File: config.mk
export PLATFORM = sky130hd
export DESIGN_NAME = sensor_poll_scheduler_flat
export DESIGN_NICKNAME = d
export VERILOG_FILES = /design/src/rtl/sensor_poll_scheduler_if.sv /design/src/rtl/sensor_poll_scheduler.sv /design/src/flat_wrapper.sv
export SDC_FILE = /design/constraint.sdc
export NUM_CORES = 1
export LEC_CHECK = 0
export BUFFER_PORTS_ARGS = -buffer_cell sky130_fd_sc_hd__buf_2
export CAP_MARGIN = 5
export CORE_UTILIZATION = 55
export CTS_CLUSTER_SIZE = 14
export DETAILED_ROUTE_END_ITERATION = 7
export PLACE_DENSITY = 0.81
export SLEW_MARGIN = 10
export SYNTH_ARGS = -nofsm -noshare
export SYNTH_HDL_FRONTEND = slang
export SYNTH_SLANG_ARGS = --single-unit
File: constraint.sdc
create_clock -name CLK_26MHZ_IN -period 5.3 [get_ports CLK_26MHZ_IN]
set_clock_uncertainty 0.2 [all_clocks]
set_input_delay 0.53 -clock CLK_26MHZ_IN [delete_from_list [all_inputs] [get_ports CLK_26MHZ_IN]]
set_output_delay 0.53 -clock CLK_26MHZ_IN [all_outputs]
set_load 0.01 [all_outputs]
File: src/rtl/sensor_poll_scheduler_if.sv
// ---------------------------------------------------------------------------
// sensor_poll_scheduler_if
// Groups the scheduling controls and the shared acquisition-bus handshake of
// sensor_poll_scheduler.
//   ENABLE       global scheduling enable
//   PERIOD_US    packed per-channel periods in us, channel i at [i*PER_W +: PER_W]
//   DONE         pulse: granted channel finished its bus access
//   CLEAR_FLAGS  pulse: clears OVERRUN and TIMEOUT
//   GRANT        one-hot bus grant, held for the whole access
//   START        one-hot pulse in the first GRANT cycle
//   OVERRUN      sticky per-channel overrun flags
//   TIMEOUT      sticky per-channel DONE-timeout flags
// master: the scheduler (owns GRANT/START/flags); slave: the environment.
// ---------------------------------------------------------------------------
interface sensor_poll_scheduler_if #(
    parameter int NUM_CH = 3,
    parameter int PER_W  = 16
);
    logic                      ENABLE;
    logic [NUM_CH*PER_W-1:0]   PERIOD_US;
    logic                      DONE;
    logic                      CLEAR_FLAGS;
    logic [NUM_CH-1:0]         GRANT;
    logic [NUM_CH-1:0]         START;
    logic [NUM_CH-1:0]         OVERRUN;
    logic [NUM_CH-1:0]         TIMEOUT;

    modport master (
        input  ENABLE, PERIOD_US, DONE, CLEAR_FLAGS,
        output GRANT, START, OVERRUN, TIMEOUT
    );

    modport slave (
        output ENABLE, PERIOD_US, DONE, CLEAR_FLAGS,
        input  GRANT, START, OVERRUN, TIMEOUT
    );
endinterface

File: src/rtl/sensor_poll_scheduler.sv
// ---------------------------------------------------------------------------
// sensor_poll_scheduler
// Generates periodic sample requests for NUM_CH sensor channels from a 1 MHz
// tick and arbitrates the single acquisition bus round-robin with a
// GRANT/START/DONE handshake and a DONE timeout. Runs in the 26 MHz domain.
//   CLK_26MHZ_IN  system clock
//   RESET         asynchronous active-low reset
//   CLK_1MHZ_IN   1 MHz square wave from the divider (sampled here)
//   bus           scheduler side (master modport) of sensor_poll_scheduler_if
// All outputs come straight from flops.
// ---------------------------------------------------------------------------
module sensor_poll_scheduler #(
    parameter int NUM_CH = 3,
    parameter int PER_W  = 16,
    parameter int TMO_US = 200
) (
    input  logic                     CLK_26MHZ_IN,
    input  logic                     RESET,
    input  logic                     CLK_1MHZ_IN,
    sensor_poll_scheduler_if.master  bus
);
    localparam int IDX_W = (NUM_CH > 1) ? $clog2(NUM_CH) : 1;
    localparam int TMO_W = $clog2(TMO_US + 1);

    typedef enum logic [1:0] {
        ST_IDLE    = 2'd0,
        ST_ISSUE   = 2'd1,
        ST_BUSY    = 2'd2,
        ST_RELEASE = 2'd3
    } state_t;

    state_t                         state_q, state_d;
    logic                           clk1_cur_q, clk1_cur_d;
    logic                           clk1_prev_q, clk1_prev_d;
    logic [NUM_CH-1:0][PER_W-1:0]   cnt_q, cnt_d;
    logic [NUM_CH-1:0]              pend_q, pend_d;
    logic [IDX_W-1:0]               last_q, last_d;
    logic [IDX_W-1:0]               sel_q, sel_d;
    logic [TMO_W-1:0]               tmo_cnt_q, tmo_cnt_d;
    logic [NUM_CH-1:0]              grant_q, grant_d;
    logic [NUM_CH-1:0]              start_q, start_d;
    logic [NUM_CH-1:0]              ovr_q, ovr_d;
    logic [NUM_CH-1:0]              tmo_flag_q, tmo_flag_d;

    logic                           tick_s;
    logic [NUM_CH-1:0]              due_s;
    logic [NUM_CH-1:0]              issue_s;
    logic [NUM_CH-1:0]              ovr_set_s;
    logic [NUM_CH-1:0]              tmo_set_s;

    function automatic logic [PER_W-1:0] ch_period(input logic [NUM_CH*PER_W-1:0] vec,
                                                   input int ch);
        ch_period = vec[ch*PER_W +: PER_W];
    endfunction

    function automatic logic [NUM_CH-1:0] one_hot(input logic [IDX_W-1:0] idx);
        one_hot      = '0;
        one_hot[idx] = 1'b1;
    endfunction

    // First requesting channel strictly after 'last', wrapping around.
    function automatic logic [IDX_W-1:0] rr_pick(input logic [NUM_CH-1:0] req,
                                                 input logic [IDX_W-1:0]  last);
        logic [IDX_W:0] idx;
        logic           found;
        rr_pick = last;
        found   = 1'b0;
        for (int k = 1; k <= NUM_CH; k++) begin
            idx = {1'b0, last} + (IDX_W+1)'(k);
            if (idx >= (IDX_W+1)'(NUM_CH)) begin
                idx = idx - (IDX_W+1)'(NUM_CH);
            end else begin
                idx = idx;
            end
            if (!found && req[idx[IDX_W-1:0]]) begin
                rr_pick = idx[IDX_W-1:0];
                found   = 1'b1;
            end else begin
                found = found;
            end
        end
    endfunction

    // Rising-edge detect on the sampled 1 MHz wave: one cycle per microsecond.
    always_comb begin
        clk1_cur_d  = CLK_1MHZ_IN;
        clk1_prev_d = clk1_cur_q;
        tick_s      = clk1_cur_q & ~clk1_prev_q;
    end

    // Period counters, pending requests and overrun detection.
    always_comb begin
        cnt_d     = cnt_q;
        pend_d    = pend_q;
        due_s     = '0;
        issue_s   = (state_q == ST_ISSUE) ? grant_q : '0;
        for (int i = 0; i < NUM_CH; i++) begin
            if (!bus.ENABLE || (ch_period(bus.PERIOD_US, i) == '0)) begin
                cnt_d[i] = '0;
            end else if (tick_s) begin
                // '>=' also catches a period shrunk below the running count.
                if (cnt_q[i] >= ch_period(bus.PERIOD_US, i) - PER_W'(1)) begin
                    cnt_d[i] = '0;
                    due_s[i] = 1'b1;
                end else begin
                    cnt_d[i] = cnt_q[i] + PER_W'(1);
                end
            end else begin
                cnt_d[i] = cnt_q[i];
            end

            if (!bus.ENABLE || (ch_period(bus.PERIOD_US, i) == '0)) begin
                pend_d[i] = 1'b0;
            end else if (due_s[i]) begin
                pend_d[i] = 1'b1;   // a due coinciding with its own issue re-arms
            end else if (issue_s[i]) begin
                pend_d[i] = 1'b0;
            end else begin
                pend_d[i] = pend_q[i];
            end
        end
        ovr_set_s = due_s & pend_q & ~issue_s;
    end

    // Arbiter next state, grant/start outputs and DONE timeout.
    always_comb begin
        state_d   = state_q;
        grant_d   = grant_q;
        start_d   = '0;
        sel_d     = sel_q;
        last_d    = last_q;
        tmo_cnt_d = tmo_cnt_q;
        tmo_set_s = '0;
        case (state_q)
            ST_IDLE: begin
                if (bus.ENABLE && (|pend_q)) begin
                    sel_d   = rr_pick(pend_q, last_q);
                    grant_d = one_hot(sel_d);
                    start_d = one_hot(sel_d);
                    state_d = ST_ISSUE;
                end else begin
                    grant_d = '0;
                end
            end
            ST_ISSUE: begin
                last_d    = sel_q;
                tmo_cnt_d = '0;
                state_d   = ST_BUSY;
            end
            ST_BUSY: begin
                // DONE wins over a timeout expiring in the same cycle.
                if (bus.DONE) begin
                    grant_d = '0;
                    state_d = ST_RELEASE;
                end else if (tick_s && (tmo_cnt_q == TMO_W'(TMO_US - 1))) begin
                    tmo_set_s = grant_q;
                    grant_d   = '0;
                    state_d   = ST_RELEASE;
                end else if (tick_s) begin
                    tmo_cnt_d = tmo_cnt_q + TMO_W'(1);
                end else begin
                    tmo_cnt_d = tmo_cnt_q;
                end
            end
            ST_RELEASE: begin
                grant_d = '0;
                state_d = ST_IDLE;
            end
            default: begin
                grant_d = '0;
                state_d = ST_IDLE;
            end
        endcase
        // Sticky flags: a new set beats a simultaneous clear.
        ovr_d      = (ovr_q      & ~{NUM_CH{bus.CLEAR_FLAGS}}) | ovr_set_s;
        tmo_flag_d = (tmo_flag_q & ~{NUM_CH{bus.CLEAR_FLAGS}}) | tmo_set_s;
    end

    // State and output registers.
    always_ff @(posedge CLK_26MHZ_IN or negedge RESET) begin
        if (!RESET) begin
            state_q     <= ST_IDLE;
            clk1_cur_q  <= 1'b1;
            clk1_prev_q <= 1'b1;
            cnt_q       <= '0;
            pend_q      <= '0;
            last_q      <= IDX_W'(NUM_CH - 1);
            sel_q       <= '0;
            tmo_cnt_q   <= '0;
            grant_q     <= '0;
            start_q     <= '0;
            ovr_q       <= '0;
            tmo_flag_q  <= '0;
        end else begin
            state_q     <= state_d;
            clk1_cur_q  <= clk1_cur_d;
            clk1_prev_q <= clk1_prev_d;
            cnt_q       <= cnt_d;
            pend_q      <= pend_d;
            last_q      <= last_d;
            sel_q       <= sel_d;
            tmo_cnt_q   <= tmo_cnt_d;
            grant_q     <= grant_d;
            start_q     <= start_d;
            ovr_q       <= ovr_d;
            tmo_flag_q  <= tmo_flag_d;
        end
    end

    assign bus.GRANT   = grant_q;
    assign bus.START   = start_q;
    assign bus.OVERRUN = ovr_q;
    assign bus.TIMEOUT = tmo_flag_q;
endmodule

File: src/flat_wrapper.sv
// flat-port wrapper written by rule: the top's interface ports become plain ports
module sensor_poll_scheduler_flat 
#(
    parameter int NUM_CH = 3,
    parameter int PER_W  = 16,
    parameter int TMO_US = 200
)
  (CLK_26MHZ_IN, RESET, CLK_1MHZ_IN, bus_ENABLE, bus_PERIOD_US, bus_DONE, bus_CLEAR_FLAGS, bus_GRANT, bus_START, bus_OVERRUN, bus_TIMEOUT);
  sensor_poll_scheduler_if #(.NUM_CH(NUM_CH), .PER_W(PER_W)) bus_i ();
  input  logic CLK_26MHZ_IN;
  input  logic RESET;
  input  logic CLK_1MHZ_IN;
  input wire logic [$bits(bus_i.ENABLE)-1:0] bus_ENABLE;
  input wire logic [$bits(bus_i.PERIOD_US)-1:0] bus_PERIOD_US;
  input wire logic [$bits(bus_i.DONE)-1:0] bus_DONE;
  input wire logic [$bits(bus_i.CLEAR_FLAGS)-1:0] bus_CLEAR_FLAGS;
  output wire logic [$bits(bus_i.GRANT)-1:0] bus_GRANT;
  output wire logic [$bits(bus_i.START)-1:0] bus_START;
  output wire logic [$bits(bus_i.OVERRUN)-1:0] bus_OVERRUN;
  output wire logic [$bits(bus_i.TIMEOUT)-1:0] bus_TIMEOUT;
  assign bus_i.ENABLE = bus_ENABLE;
  assign bus_i.PERIOD_US = bus_PERIOD_US;
  assign bus_i.DONE = bus_DONE;
  assign bus_i.CLEAR_FLAGS = bus_CLEAR_FLAGS;
  assign bus_GRANT = bus_i.GRANT;
  assign bus_START = bus_i.START;
  assign bus_OVERRUN = bus_i.OVERRUN;
  assign bus_TIMEOUT = bus_i.TIMEOUT;
  sensor_poll_scheduler #(.NUM_CH(NUM_CH), .PER_W(PER_W), .TMO_US(TMO_US)) u_core (.CLK_26MHZ_IN(CLK_26MHZ_IN), .RESET(RESET), .CLK_1MHZ_IN(CLK_1MHZ_IN), .bus(bus_i));
endmodule
==> flow_summary.toml <==
[routing]
highest_layer = "met4"
drt-met1-wl_microns = 5770
dr_total_vias = 5061
wl_per_cell_microns = 15.54
wl_met3_microns = 710
detail-route-antenna-nets = 0
wl_met2_microns = 6486
viasPerCell = 5.947
drc = 0
drt_iter0_markers = 328
dr.pass1.iters = 5
drt-total-wl_microns = 13220

[global_routing]
antenna_found_initial = 0
grt_pass1_wl_microns = 22440
overflow = 0
grt_pass1_vias = 4965
grt_util_all_layers_pct = 24.70
grt_max_degree = 80

[clock_tree]
cts_tree = "done"
cts_inserted_buffers = 9
postCtsSetupBuffers = 0
clk_pin_slew_ps = 70
ctsResizeCount = 0
clkSinkCount = 79
root_buffer = "clkbuf_8"
clock_latency_ps = 360
h-tree-depth = 3
hold_buffers = 0
clk_path_buf_depth = 2

[worst_hold_path]
hold_end = "u_core.clk1_cur_q"
whs_path_depth = 1
min_path_type = "in2reg"
hp-start = "CLK_1MHZ_IN"

[synth]
yosysUniqueCellTypes = 74
synth_edf_count = 0
syn_nets = 763
ys_ff_latch = 79
ys_warn_count = 0
synthCells = 646
synthTopCellsByArea = "dfrtp_1 32%, ha_1 13%, xnor2_1 8.6%, nor2_1 4.9%, xor2_1 3.8%"
ys_seq_area_share_pct = 32.97
async_reset_ff_share_pct = 100.0
netlist_area_sq_um = 6007
synth_flop_cell = "dfrtp_1"
synth_largest_area_cell = "dfrtp_1"
syn_area_per_cell_sq_um = 9.299
synth_top_area_share_pct = 31.66

[critical_path]
path_buf_inv = 1
critPathKind = "in2reg"
arrival_ps = 4130
r2r-start = "u_core.cnt_q[45]"
crit_chain = "buf_2 -> or4_4 -> nor3_4 -> nor4b_4 -> nand2_2 -> nor3_2 -> xnor2_1 -> ha_1 -> and4_1 -> nand2_1 -> a2111oi_2 -> a2111oi_4 -> o21bai_1 -> nor2_1"
worstRegToRegCells = 7
timing.rr.end = "u_core.cnt_q[35]"
worstPathMaxFanout = 11
crit_path_start_kind = "primary input"
cp_slowest_cell = "o21bai_1"
required_ps = 5310
rrSetupSlack_ps = 2490
endpoint_kind = "flip-flop"
max_stage_delay_ps = 640
cp_top_family = "simple AND/OR/NAND/NOR gates"

[placed_design]
dp_hpwl_microns = 9955
gp_congestion = 0.8206
portBuffers = 65

[layout]
multi_input_area_sq_um = 3867
seqCellArea_sq_um = 1981
diodes = 0
final_common_cell = "nor2_1"
fillerInstances = 857
drive_gt1_share_pct = 16.36
final_cell_mix = "79 x nor2_1, 76 x dfrtp_1, 64 x buf_2, 63 x ha_1, 59 x xnor2_1"
syn2layout_area_growth_pct = 10.50
nets = 828

[sta]
relSlewSlack_pct = 30.67
setup_violations = 0
min_period_ps = 4125
tightest_slew_ps = 1034
setup-tns-final_ps = 0
final_max_slew_viol_count = 0
rsz0062_at_grt = "false"
clock.fmax_ghz = 0.2425
hold_viol = 0
fin_crit_sh_pct = 77.82

[run_status]
status = "finished clean"

[die]
dieHeight_microns = 106.5
die-area_sq_um = 11340
die_x_microns = 106.5
core_area_sq_um = 10460
start_util_pct = 57.41
io_pins = 66
placementRows = 37

[flow_run]
maxCapViolCount = 0

[pwr]
power_w = 0.001420
power_density_nw_per_um2 = 213.9
irDropWorstVdd_mv = 0.1810
p_leak_nw = 2.918
## cells in the mapped netlist (all sizes together) (10+ instances only)
| library cell | instances |
|---|---|
| ha | 63 |
| dfrtp | 76 |
| nor2 | 79 |
| nor4 | 18 |
| nand4 | 16 |
| nor3 | 27 |
| nand3 | 25 |
| a21oi | 28 |
| nand2b | 11 |
| inv | 26 |
| o21ai | 12 |
| clkbuf | 10 |
| xnor2 | 59 |
| nand2 | 53 |
| xor2 | 26 |
## per-layer routing
metal  up-vias  GRT usage [%]
li1       2463              -
met1      2411          30.96
met2       161          42.07
met3        26          4.292
met4         0          10.18
met5         -              0
## stage by stage
step | instances | util, % | setup slack, ps | area [sq um] | hold slack, ps
floorplan | 646 | - | 1535 | 6007 | 34.41
detailed placement | 836 | 61.73 | 777.6 | 6459 | 165.5
CTS | 851 | 63.44 | 1169 | 6638 | 67.00
finish | 851 | 63.44 | 1175 | 6638 | 74.84
global placement | 836 | 61.73 | 984.6 | 6459 | 161.9
global route | 851 | 63.44 | 839.8 | 6638 | 62.24
## kinds of logic after synthesis
kind of cell               synth area share, %
DFF                                      32.97
and+or+nand+nor                          25.49
adders and majority gates                13.12
xor gates and xnor gates                 12.39
buffers and inverters                    2.645
muxes                                   0.9372
AOI/OAI and AO/OA                        12.44
## worst register-to-register path, stage by stage (launching register included)
cell and delay [ps]:
dfrtp_1 430, ha_1 320, and4_1 270, nand2_1 80
a2111oi_2 460, a2111oi_4 140, o21bai_1 640, nor2_1 120
## cell type report
cell class | count | area share [%]
clock inverter | 4 | 0.7163
timing repair buffer | 67 | 5.165
sequential | 79 | 29.84
multi-input combinational | 528 | 58.27
clock buffer | 11 | 1.979
inverter | 26 | 1.470
tap | 136 | 2.564
## sequential cells by signal, indices dropped and copies added (netlist names), 2 cells and up
name	flops
u_core.pend_q	3
u_core.bus.START	3
u_core.state_q	2
u_core.bus.GRANT	3
u_core.bus.OVERRUN	3
u_core.bus.TIMEOUT	3
u_core.last_q	2
u_core.sel_q	2
u_core.tmo_cnt_q	8
u_core.cnt_q	48
## where the power goes
group          switching (W)  internal (W)
clock network       0.000210      0.000214
registers          0.0000245      0.000629
logic               0.000211      0.000131
total               0.000446      0.000974
## worst max path at each step
stage | startpoint | to | slack [ps] | cells after the start
finish | bus_PERIOD_US[37] | u_core.cnt_q[35] | 1180 | 14
CTS | bus_PERIOD_US[37] | u_core.cnt_q[35] | 1170 | 14
global placement | bus_PERIOD_US[37] | u_core.cnt_q[35] | 980 | 14
floorplan | bus_PERIOD_US[37] | u_core.bus.OVERRUN[2] | 1540 | 13
global route | bus_PERIOD_US[37] | u_core.cnt_q[40] | 840 | 14
detailed placement | bus_PERIOD_US[37] | u_core.cnt_q[35] | 780 | 14
Note: power is estimated with default switching activity, not from simulation.
